[config.mk]
export PLATFORM = sky130hd
export DESIGN_NAME = dmem_arbiter
export DESIGN_NICKNAME = d
export VERILOG_FILES = /design/src/rtl/dmem_arb_pkg.sv /design/src/rtl/dmem_arb_sat_counter.sv /design/src/rtl/dmem_arbiter.sv
export SDC_FILE = /design/constraint.sdc
export NUM_CORES = 1
export LEC_CHECK = 0
export ABC_AREA = 1
export CORE_AREA = 2 2 142 144
export CTS_CLUSTER_DIAMETER = 80
export DETAILED_ROUTE_END_ITERATION = 10
export DIE_AREA = 0 0 144 146
export GPL_TIMING_DRIVEN = 0
export PLACE_DENSITY = 0.57
export SYNTH_ARGS = -nofsm -noshare
export SYNTH_HDL_FRONTEND = slang
export SYNTH_HIERARCHICAL = 1
export SYNTH_SLANG_ARGS = --single-unit
[constraint.sdc]
create_clock -name clk -period 2.6 [get_ports clk]
set_input_delay 0.65 -clock clk [delete_from_list [all_inputs] [get_ports clk]]
set_output_delay 0.65 -clock clk [all_outputs]
set_load 0.02 [all_outputs]
[src/rtl/dmem_arb_pkg.sv]
// Shared types and helpers for the data-memory arbiter.
// Optional perf counters are enabled with DMEM_ARB_PERF_EN.
package dmem_arb_pkg;

  typedef enum logic {
    ST_CORE = 1'b0,
    ST_EXT  = 1'b1
  } arb_state_e;

  localparam int unsigned DEF_ADDR_W = 32;
  localparam int unsigned DEF_DATA_W = 32;

  // Bits needed to hold 0..max; never less than one.
  function automatic int unsigned cnt_w(input int unsigned max);
    return (max < 2) ? 1 : $clog2(longint'(max) + 1);
  endfunction

endpackage

[src/rtl/dmem_arb_sat_counter.sv]
// Saturating up-counter with clear and sync active-low reset.
// Clear has priority over increment.
module arb_sat_counter #(
  parameter int unsigned    W   = 4,
  parameter logic [W-1:0]   MAX = '1
) (
  input  logic         clk,
  input  logic         rst_n,
  input  logic         i_inc,
  input  logic         i_clr,
  output logic [W-1:0] o_cnt
);

  logic [W-1:0] r_cnt;

  always_ff @(posedge clk) begin
    if (!rst_n) begin
      r_cnt <= '0;
    end else if (i_clr) begin
      r_cnt <= '0;
    end else if (i_inc && (r_cnt != MAX)) begin
      r_cnt <= r_cnt + 1'b1;
    end
  end

  assign o_cnt = r_cnt;

endmodule

[src/rtl/dmem_arbiter.sv]
// Core/external arbiter for the single-port data memory.
// Define DMEM_ARB_PERF_EN to enable the stall/ext perf counters.
module dmem_arbiter
  import dmem_arb_pkg::*;
#(
  parameter int unsigned ADDR_W    = DEF_ADDR_W,
  parameter int unsigned DATA_W    = DEF_DATA_W,
  parameter int unsigned MAX_WAIT  = 4,
  parameter int unsigned MAX_BURST = 8
) (
  input  logic              clk,
  input  logic              rst_n,
  input  logic              c_req,
  input  logic              c_we,
  input  logic [ADDR_W-1:0] c_addr,
  input  logic [DATA_W-1:0] c_wdata,
  output logic [DATA_W-1:0] c_rdata,
  output logic              c_gnt,
  output logic              core_stall,
  input  logic              e_req,
  input  logic              e_we,
  input  logic              e_lock,
  input  logic [ADDR_W-1:0] e_addr,
  input  logic [DATA_W-1:0] e_wdata,
  output logic [DATA_W-1:0] e_rdata,
  output logic              e_gnt,
  output logic [ADDR_W-1:0] m_a,
  output logic [DATA_W-1:0] m_wd,
  output logic              m_we,
  input  logic [DATA_W-1:0] m_rd,
  output logic [31:0]       perf_stall_cnt,
  output logic [31:0]       perf_ext_cnt
);

  localparam int unsigned WW = cnt_w(MAX_WAIT);
  localparam int unsigned BW = cnt_w(MAX_BURST - 1);
  localparam logic [WW-1:0] L_WMAX = WW'(MAX_WAIT);
  localparam logic [BW-1:0] L_BMAX = BW'(MAX_BURST - 1);

  arb_state_e  r_state;
  arb_state_e  w_nxt;
  logic [WW-1:0] w_wait;
  logic [BW-1:0] w_burst;
  logic        w_to_ext;
  logic        w_stay;
  logic        w_wait_inc;
  logic        w_wait_clr;
  logic        w_burst_inc;
  logic        w_burst_clr;

  always_ff @(posedge clk) begin
    if (!rst_n) r_state <= ST_CORE;
    else        r_state <= w_nxt;
  end

  always_comb begin
    w_nxt       = r_state;
    w_to_ext    = 1'b0;
    w_stay      = 1'b0;
    w_wait_inc  = 1'b0;
    w_wait_clr  = 1'b1;
    w_burst_inc = 1'b0;
    w_burst_clr = 1'b1;
    unique case (r_state)
      ST_CORE: begin
        w_to_ext   = e_req && (!c_req || (w_wait == L_WMAX));
        w_wait_inc = e_req && c_req;
        w_wait_clr = !e_req || w_to_ext;
        w_nxt      = w_to_ext ? ST_EXT : ST_CORE;
      end
      ST_EXT: begin
        // Burst limit only bites while the core is waiting.
        w_stay      = e_req && e_lock && !(c_req && (w_burst == L_BMAX));
        w_burst_inc = w_stay;
        w_burst_clr = !w_stay;
        w_nxt       = w_stay ? ST_EXT : ST_CORE;
      end
      default: ;
    endcase
  end

  always_comb begin
    c_gnt      = 1'b0;
    e_gnt      = 1'b0;
    core_stall = 1'b0;
    m_we       = 1'b0;
    m_a        = '0;
    m_wd       = '0;
    if (rst_n) begin
      if (r_state == ST_EXT) begin
        e_gnt      = e_req;
        core_stall = c_req;
        m_we       = e_req && e_we;
        m_a        = e_addr;
        m_wd       = e_wdata;
      end else begin
        c_gnt = c_req;
        m_we  = c_req && c_we;
        m_a   = c_addr;
        m_wd  = c_wdata;
      end
    end
  end

  assign c_rdata = m_rd;
  assign e_rdata = m_rd;

  arb_sat_counter #(.W(WW), .MAX(L_WMAX)) u_wait (
    .clk   (clk),
    .rst_n (rst_n),
    .i_inc (w_wait_inc),
    .i_clr (w_wait_clr),
    .o_cnt (w_wait)
  );

  arb_sat_counter #(.W(BW), .MAX(L_BMAX)) u_burst (
    .clk   (clk),
    .rst_n (rst_n),
    .i_inc (w_burst_inc),
    .i_clr (w_burst_clr),
    .o_cnt (w_burst)
  );

`ifdef DMEM_ARB_PERF_EN
  arb_sat_counter #(.W(32), .MAX(32'hFFFF_FFFF)) u_perf_stall (
    .clk   (clk),
    .rst_n (rst_n),
    .i_inc (core_stall),
    .i_clr (1'b0),
    .o_cnt (perf_stall_cnt)
  );

  arb_sat_counter #(.W(32), .MAX(32'hFFFF_FFFF)) u_perf_ext (
    .clk   (clk),
    .rst_n (rst_n),
    .i_inc (e_gnt),
    .i_clr (1'b0),
    .o_cnt (perf_ext_cnt)
  );
`else
  assign perf_stall_cnt = '0;
  assign perf_ext_cnt   = '0;
`endif

endmodule

Word-level counts from Yosys, hierarchy flattened
Index checks and enable logic that the tools add are counted.
- input bits: 167
- register bits: 7
- muxes and demuxes: 19
- add/sub/neg operators: 2
- equal/unequal tests: 4
- reductions and logical operators: 17
- bitwise gates (word level): 2
- operator list (cell ; number):
    2-to-1 mux 32 bit ; 4
    2-to-1 mux 1 bit ; 14
    logical AND 1 bit ; 9
    adder 3 x 1 -> 3 bit (second input constant) ; 2
    == test 3 bit (second input constant) ; 2
    != test 3 bit (second input constant) ; 2
    logical NOT 1 bit ; 4
    OR reduction 2 bit ; 2
    logical OR 1 bit ; 2
    inverter 1 bit ; 2
    one-hot mux 1 bit (2 select lines) ; 1

Depth between registers and ports, before layout
Gate-level depths: netlist (run 1).
- word-level depth: 7
- depth in mapped cells: 9

Cells and area by module
Netlist (run 1), hierarchy kept.
- by module, submodules not included (module ; area an instance (um2) ; cells each ; times used):
    dmem_arbiter ; 2033.2 ; 368 ; 1
    arb_sat_counter (u_wait) ; 172.7 ; 27 ; 1
    arb_sat_counter (u_burst) ; 162.7 ; 24 ; 1

Worst setup path after synthesis (run 1)
OpenSTA, ideal clock, no wires.
- path kind: input to output
- start point: input rst_n
- end point: output m_we
- setup slack: 636 ps
- cell stages on the path: 4
- data arrival time: 1314 ps
- cells stage by stage: inv_2 nor3_2 nand2_1 nand2_1
- word-level cells in the longest chain between the ends: 1
- ends and longest elaborated chain (what ; RTL line ; RTL):
    start: declaration ; dmem_arbiter.sv:12 ; input logic rst_n,
    2-to-1 mux 1 bit ; dmem_arbiter.sv:89 ; if (rst_n) begin
    end: declaration ; dmem_arbiter.sv:29 ; output logic m_we,
No other way between the ends.

Final worst setup path (run 1)
- start point: input c_req
- end point: output c_gnt
- word-level cells in the longest chain between the ends: 2
- ends and longest elaborated chain (what ; RTL line ; RTL):
    start: declaration ; dmem_arbiter.sv:13 ; input logic c_req,
    2-to-1 mux 1 bit ; dmem_arbiter.sv:90 ; if (r_state == ST_EXT) begin
    2-to-1 mux 1 bit ; dmem_arbiter.sv:89 ;
    end: declaration ; dmem_arbiter.sv:18 ; output logic c_gnt,
No other way between the ends.

==> flow_summary.toml, run 1 <==
[run_status]
status = "complete, no violations"

[placed_design]
placedCellCount = 1013
place_worst_setup_slack_ns = -0.802
io_buffers = 266
dp_hpwl_mm = 9.72
place_area_mm2 = 0.00560
place_congestion = 0.725

[finish]
nFillCells = 2196
area_growth_pct = 142
design_area_mm2 = 0.00573
antennaDiodeCount = 0
nNetsFinal = 926
drive_above_1_share_pct = 23.1
mostFrequentLayoutCell = "clkdlybuf4s50_1"
final_cells = 1019
final_cell_mix = "clkdlybuf4s50_1, nand2_1, buf_4"

[synth]
syn-cell-area_mm2 = 0.00237
yosys_warnings = 6
synthDistinctLibCells = 17
ys_seq_area_share_pct = 5.92
avgSynthCellArea_um2 = 5.65
postSynthCellCount = 419
ys_seq_elements = 7

[pwr]
comb_power_share_pct = 72.4
p_int_uw = 840
p_switching_uw = 522
p_clk_share_pct = 19.5
finalPower_uw = 1360
p_seq_share_pct = 8.1
pwr_density_cell_mw_per_mm2 = 238
power.leakage_uw = 0.00291
ir_worst_vdd_uv = 196
sw_frac_of_total_pct = 38.4

[timing]
rsz0062_at_grt = "no"
setup_violations = 0
setup_ws_ns = 0.154
fin_crit_ns = 2.45
finalHoldWorstSlack_ns = 0.507
finalCritPeriodShare_pct = 94.1
slew_headroom_pct = 66.5
clock-skew-final_ns = 0.00238
drv_slew = 0
fmax_mhz = 409
hold_viol = 0
worst_slew_pin_slew_ns = 0.499

[worst_setup_path]
cp_slowest_stage_delay_ns = 0.54
arrival_ns = 1.80
required_ns = 1.95
start_kind = "input port"
cp_slowest_cell = "clkdlybuf4s50_1"
path_max_fanout = 4
crit_family = "buffers and inverters"
criticalPathCategory = "in -> out"
crit_buf_inv = 3
crit_path_cell_trace = "clkdlybuf4s50_1, inv_1, nor3_2, dlygate4sd2_1"
endpoint_kind = "primary output"

[floorplan]
io_pins = 363
dieArea_mm2 = 0.0210
core_mm2 = 0.0193
rows = 51
die_y_um = 146
die_w_um = 144
initial_core_util_pct = 12.3

[global_routing]
overflow = 0
grt_start_max_net_pins = 11
antenna_found_initial = 0
grt_pass1_wl_mm = 16.2
grt_usage_pct = 9.60
first_global_vias = 3230

[cts]
cts_tree = "yes"
cts_sinks = 7
htreeDepth = 1
cts_buffer_depth = 2
cts_root_buf = "clkbuf_16"
clk_pin_slew_ns = 0.04
clock_latency_ns = 0.23
cts_buffers = 3

[hold_path]
min_path_type = "reg -> reg"

[route]
first_pass_iters = 4
wl_per_cell_um = 11.0
wl_mm = 11.2
vias = 3348
drc_errors = 0
drt-initial-drc-count = 46
via_per_inst = 3.29
ant_nets = 0

[flow_run]
maxCapViolations = 0
synth_stat cells:
cell,instances,area [um^2]
dfxtp_1,7,140
ha_1,4,50.1
nor3_2,1,10.0
buf_6,2,22.5
nor2_8,1,20.0
conb_1,1,3.75
nand2_1,146,548
nor2_2,1,6.26
inv_2,2,7.51
nor3_1,1,5.00
a21oi_1,3,15.0
nand4_1,1,6.26
buf_4,131,983
nor2_1,18,67.6
buf_2,16,80.1
inv_1,14,52.6
nand3_1,70,350
layer usage:
layer | vias up | track usage, % | part of all wire (%)
li1 | 1780 | - | -
met1 | 1379 | 10.8 | 38
met2 | 186 | 19.0 | 52
met3 | 3 | 1.88 | 10
met4 | 0 | 0.735 | 0.30
met5 | - | 0 | 0
flip-flops by register name (all words and copies together) (netlist names):
| register | cells |
|---|---|
| u_burst/o_cnt | 3 |
| r_state | 1 |
| u_wait/o_cnt | 3 |
timing repair:
action / 4_1_cts / 5_1_grt
buffers inserted: 2 / 0
pin swaps: 1 / 0
hold buffers: 0 / 0
gates cloned: 0 / 0
gates resized for setup: 139 / 3
setup endpoints to repair: 68 / 62
path summary, 6_finish.rpt:
path                                                     from                       endpoint  slack [ns]  depth (start not counted)
worst max-delay path                                    c_req                          c_gnt        0.15                          4
worst min-delay path            u_burst/o_cnt[1]$_SDFFE_PP0P_  u_burst/o_cnt[1]$_SDFFE_PP0P_        0.51                          2
worst min register to register  u_burst/o_cnt[1]$_SDFFE_PP0P_  u_burst/o_cnt[1]$_SDFFE_PP0P_        0.51                          2
worst max register to register             r_state$_SDFF_PN0_   u_wait/o_cnt[2]$_SDFFE_PP0P_        1.07                          8
worst reg2reg max path, delay by kind of cell, from the launching register on:
kind,cells,cell delay (ns)
and+or+nand+nor,5,0.71
buffers and inverters,3,0.41
DFF,1,0.30
final cells by class:
type / count / area [um^2] / area share (%)
sequential: 7 / 140 / 2.45
tap: 265 / 332 / 5.79
timing repair buffer: 268 / 2680 / 46.8
multi-input combinational: 310 / 1320 / 23.0
clock buffer: 4 / 78.8 / 1.38
inverter: 16 / 60.1 / 1.05
buffer: 149 / 1110 / 19.5
stage by stage:
step	TNS (ns)	util, %
finish	0	29.6
CTS	0	29.7
detailed placement	-46.79	29.0
global route	0	29.6
global placement	-45.79	29.0
floorplan	0	-
kinds of logic after synthesis:
kind of cell    count (synthesis)  share of synthesized area [%]
simple gates                  239                           42.8
buf+inv                       165                           48.4
flops                           7                           5.92
fa+ha+maj                       4                           2.11
compound gates                  3                          0.634
other cells                     1                          0.158
power by group through the flow:
stage	clock network, uW	logic, uW	registers (uW)
after floorplan	0	520	112
after global placement	0	1010	112
after detailed placement	0	1010	112
after CTS	274	993	110
after global routing	278	1060	110
final	266	986	110
Power figures use the tool's default switching activity.
==> run 2: changes to the inputs <==
--- a/config.mk
+++ b/config.mk
@@ -12,6 +12,7 @@
 export DIE_AREA = 0 0 144 146
 export GPL_TIMING_DRIVEN = 0
 export PLACE_DENSITY = 0.57
+export RECOVER_POWER = 25
 export SYNTH_ARGS = -nofsm -noshare
 export SYNTH_HDL_FRONTEND = slang
 export SYNTH_HIERARCHICAL = 1
==> flow_summary.toml, run 2 (same netlist as run 1, synthesis figures left out) <==
[cts]
cts_tree = "yes"
hold_buffers = 0
cts_buffers = 3
cts_buffer_depth = 2
htreeDepth = 1
clock_latency_ns = 0.23
cts_root_buf = "clkbuf_16"
clk_pin_slew_ns = 0.04
cts_sinks = 7

[route]
vias = 3350
ant_nets = 0
first_pass_iters = 4
via_per_inst = 3.29
wl_per_cell_um = 11.0
drt-initial-drc-count = 44
drc_errors = 0
wl_mm = 11.2

[timing]
worst_slew_pin_slew_ns = 0.499
drv_slew = 0
fmax_mhz = 409
finalHoldWorstSlack_ns = 0.507
finalCritPeriodShare_pct = 94.1
setup_violations = 0
rsz0062_at_grt = "no"
hold_viol = 0
fin_crit_ns = 2.45
slew_headroom_pct = 66.5
clock-skew-final_ns = 0.00273
setup_ws_ns = 0.155

[worst_setup_path]
crit_path_cell_trace = "clkdlybuf4s50_1, inv_1, nor3_2, dlygate4sd2_1"
path_max_fanout = 4
cp_slowest_cell = "clkdlybuf4s50_1"
arrival_ns = 1.80
cp_slowest_stage_delay_ns = 0.54
start_kind = "input port"
criticalPathCategory = "in -> out"
endpoint_kind = "primary output"
required_ns = 1.95

[placed_design]
place_area_mm2 = 0.00560
dp_hpwl_mm = 9.72
io_buffers = 266
place_congestion = 0.725
place_worst_setup_slack_ns = -0.802

[flow_run]
maxCapViolations = 0

[finish]
area_growth_pct = 142
design_area_mm2 = 0.00572
antennaDiodeCount = 0
fin_util_pct = 29.6
nFillCells = 2197
mostFrequentLayoutCell = "clkdlybuf4s50_1"
drive_above_1_share_pct = 22.8
final_cell_mix = "clkdlybuf4s50_1, nand2_1, buf_4"
nNetsFinal = 926

[pwr]
power.leakage_uw = 0.00291
p_int_uw = 830
finalPower_uw = 1350
p_clk_share_pct = 19.7
sw_frac_of_total_pct = 38.6
p_seq_share_pct = 8.2
p_switching_uw = 522
comb_power_share_pct = 72.1
ir_worst_vdd_uv = 196
pwr_density_cell_mw_per_mm2 = 236

[global_routing]
grt_usage_pct = 9.60
first_global_vias = 3230
grt_start_max_net_pins = 11
antenna_found_initial = 0
overflow = 0
grt_pass1_wl_mm = 16.2

[floorplan]
rows = 51
die_y_um = 146
dieArea_mm2 = 0.0210
io_pins = 363
initial_core_util_pct = 12.3
die_w_um = 144
core_mm2 = 0.0193

[hold_path]
min_path_type = "reg -> reg"

[run_status]
status = "complete, no violations"
-- run 2: cell types whose count changed in the layout (fill, tap and decap cells not counted), sizes merged --
cell	delta
clkdlybuf4s50	-31
dlygate4sd3	+31
clkinv	+1
inv	-1
-- run 2: layout make-up --
class,instances,area (um^2),share of cell area [%]
well taps,265,332,5.79
clock buffers,4,78.8,1.38
flip-flops and latches,7,140,2.45
repair buffers,268,2680,46.9
multi-input cells,310,1320,23.0
inverters,16,60.1,1.05
plain buffers,149,1110,19.5
-- run 2: power groups by stage --
stage | logic [uW] | registers [uW] | clock network (uW)
after floorplan | 520 | 112 | 0
after global placement | 1010 | 112 | 0
final | 975 | 110 | 267
after CTS | 993 | 110 | 274
after global routing | 1050 | 110 | 278
after detailed placement | 1010 | 112 | 0
-- run 2: path summary, 6_finish.rpt --
check,startpoint,slack [ns],depth (start not counted),end
worst max-delay path,c_req,0.15,4,c_gnt
worst min-delay path,u_burst/o_cnt[1]$_SDFFE_PP0P_,0.51,2,u_burst/o_cnt[1]$_SDFFE_PP0P_
worst max register to register,r_state$_SDFF_PN0_,1.07,8,u_wait/o_cnt[2]$_SDFFE_PP0P_
worst min register to register,u_burst/o_cnt[1]$_SDFFE_PP0P_,0.51,2,u_burst/o_cnt[1]$_SDFFE_PP0P_
-- run 2: per-layer routing --
metal / share of wire (%) / global-route usage, % / vias to the layer above
li1: - / - / 1780
met1: 38 / 10.8 / 1381
met2: 52 / 19.0 / 186
met3: 10 / 1.88 / 3
met4: 0.30 / 0.735 / 0
met5: 0 / 0 / -
-- run 2: critical path, delay by kind of cell --
kind,cells,cell delay [ns]
buffers and inverters,3,1.01
and+or+nand+nor,1,0.14
-- run 2: metrics by stage --
stage | TNS (ns) | cells
CTS | 0 | 1019
detailed placement | -46.79 | 1013
floorplan | 0 | 482
finish | 0 | 1019
global route | 0 | 1019
global placement | -45.79 | 1013
-- run 2: timing repair --
item	CTS	global route
endpoints found under the setup margin	68	62
resized for setup	139	3
pin swaps	1	0
buffers inserted	2	0
gates cloned	0	0
==> run 3: changes to the inputs <==
--- a/config.mk
+++ b/config.mk
@@ -11,6 +11,7 @@
 export DETAILED_ROUTE_END_ITERATION = 10
 export DIE_AREA = 0 0 144 146
 export GPL_TIMING_DRIVEN = 0
+export HOLD_SLACK_MARGIN = 0.12
 export PLACE_DENSITY = 0.57
 export RECOVER_POWER = 25
 export SYNTH_ARGS = -nofsm -noshare
==> results of run 3 <==
No change in the layout: final DEF, timing and power equal those of run 2.
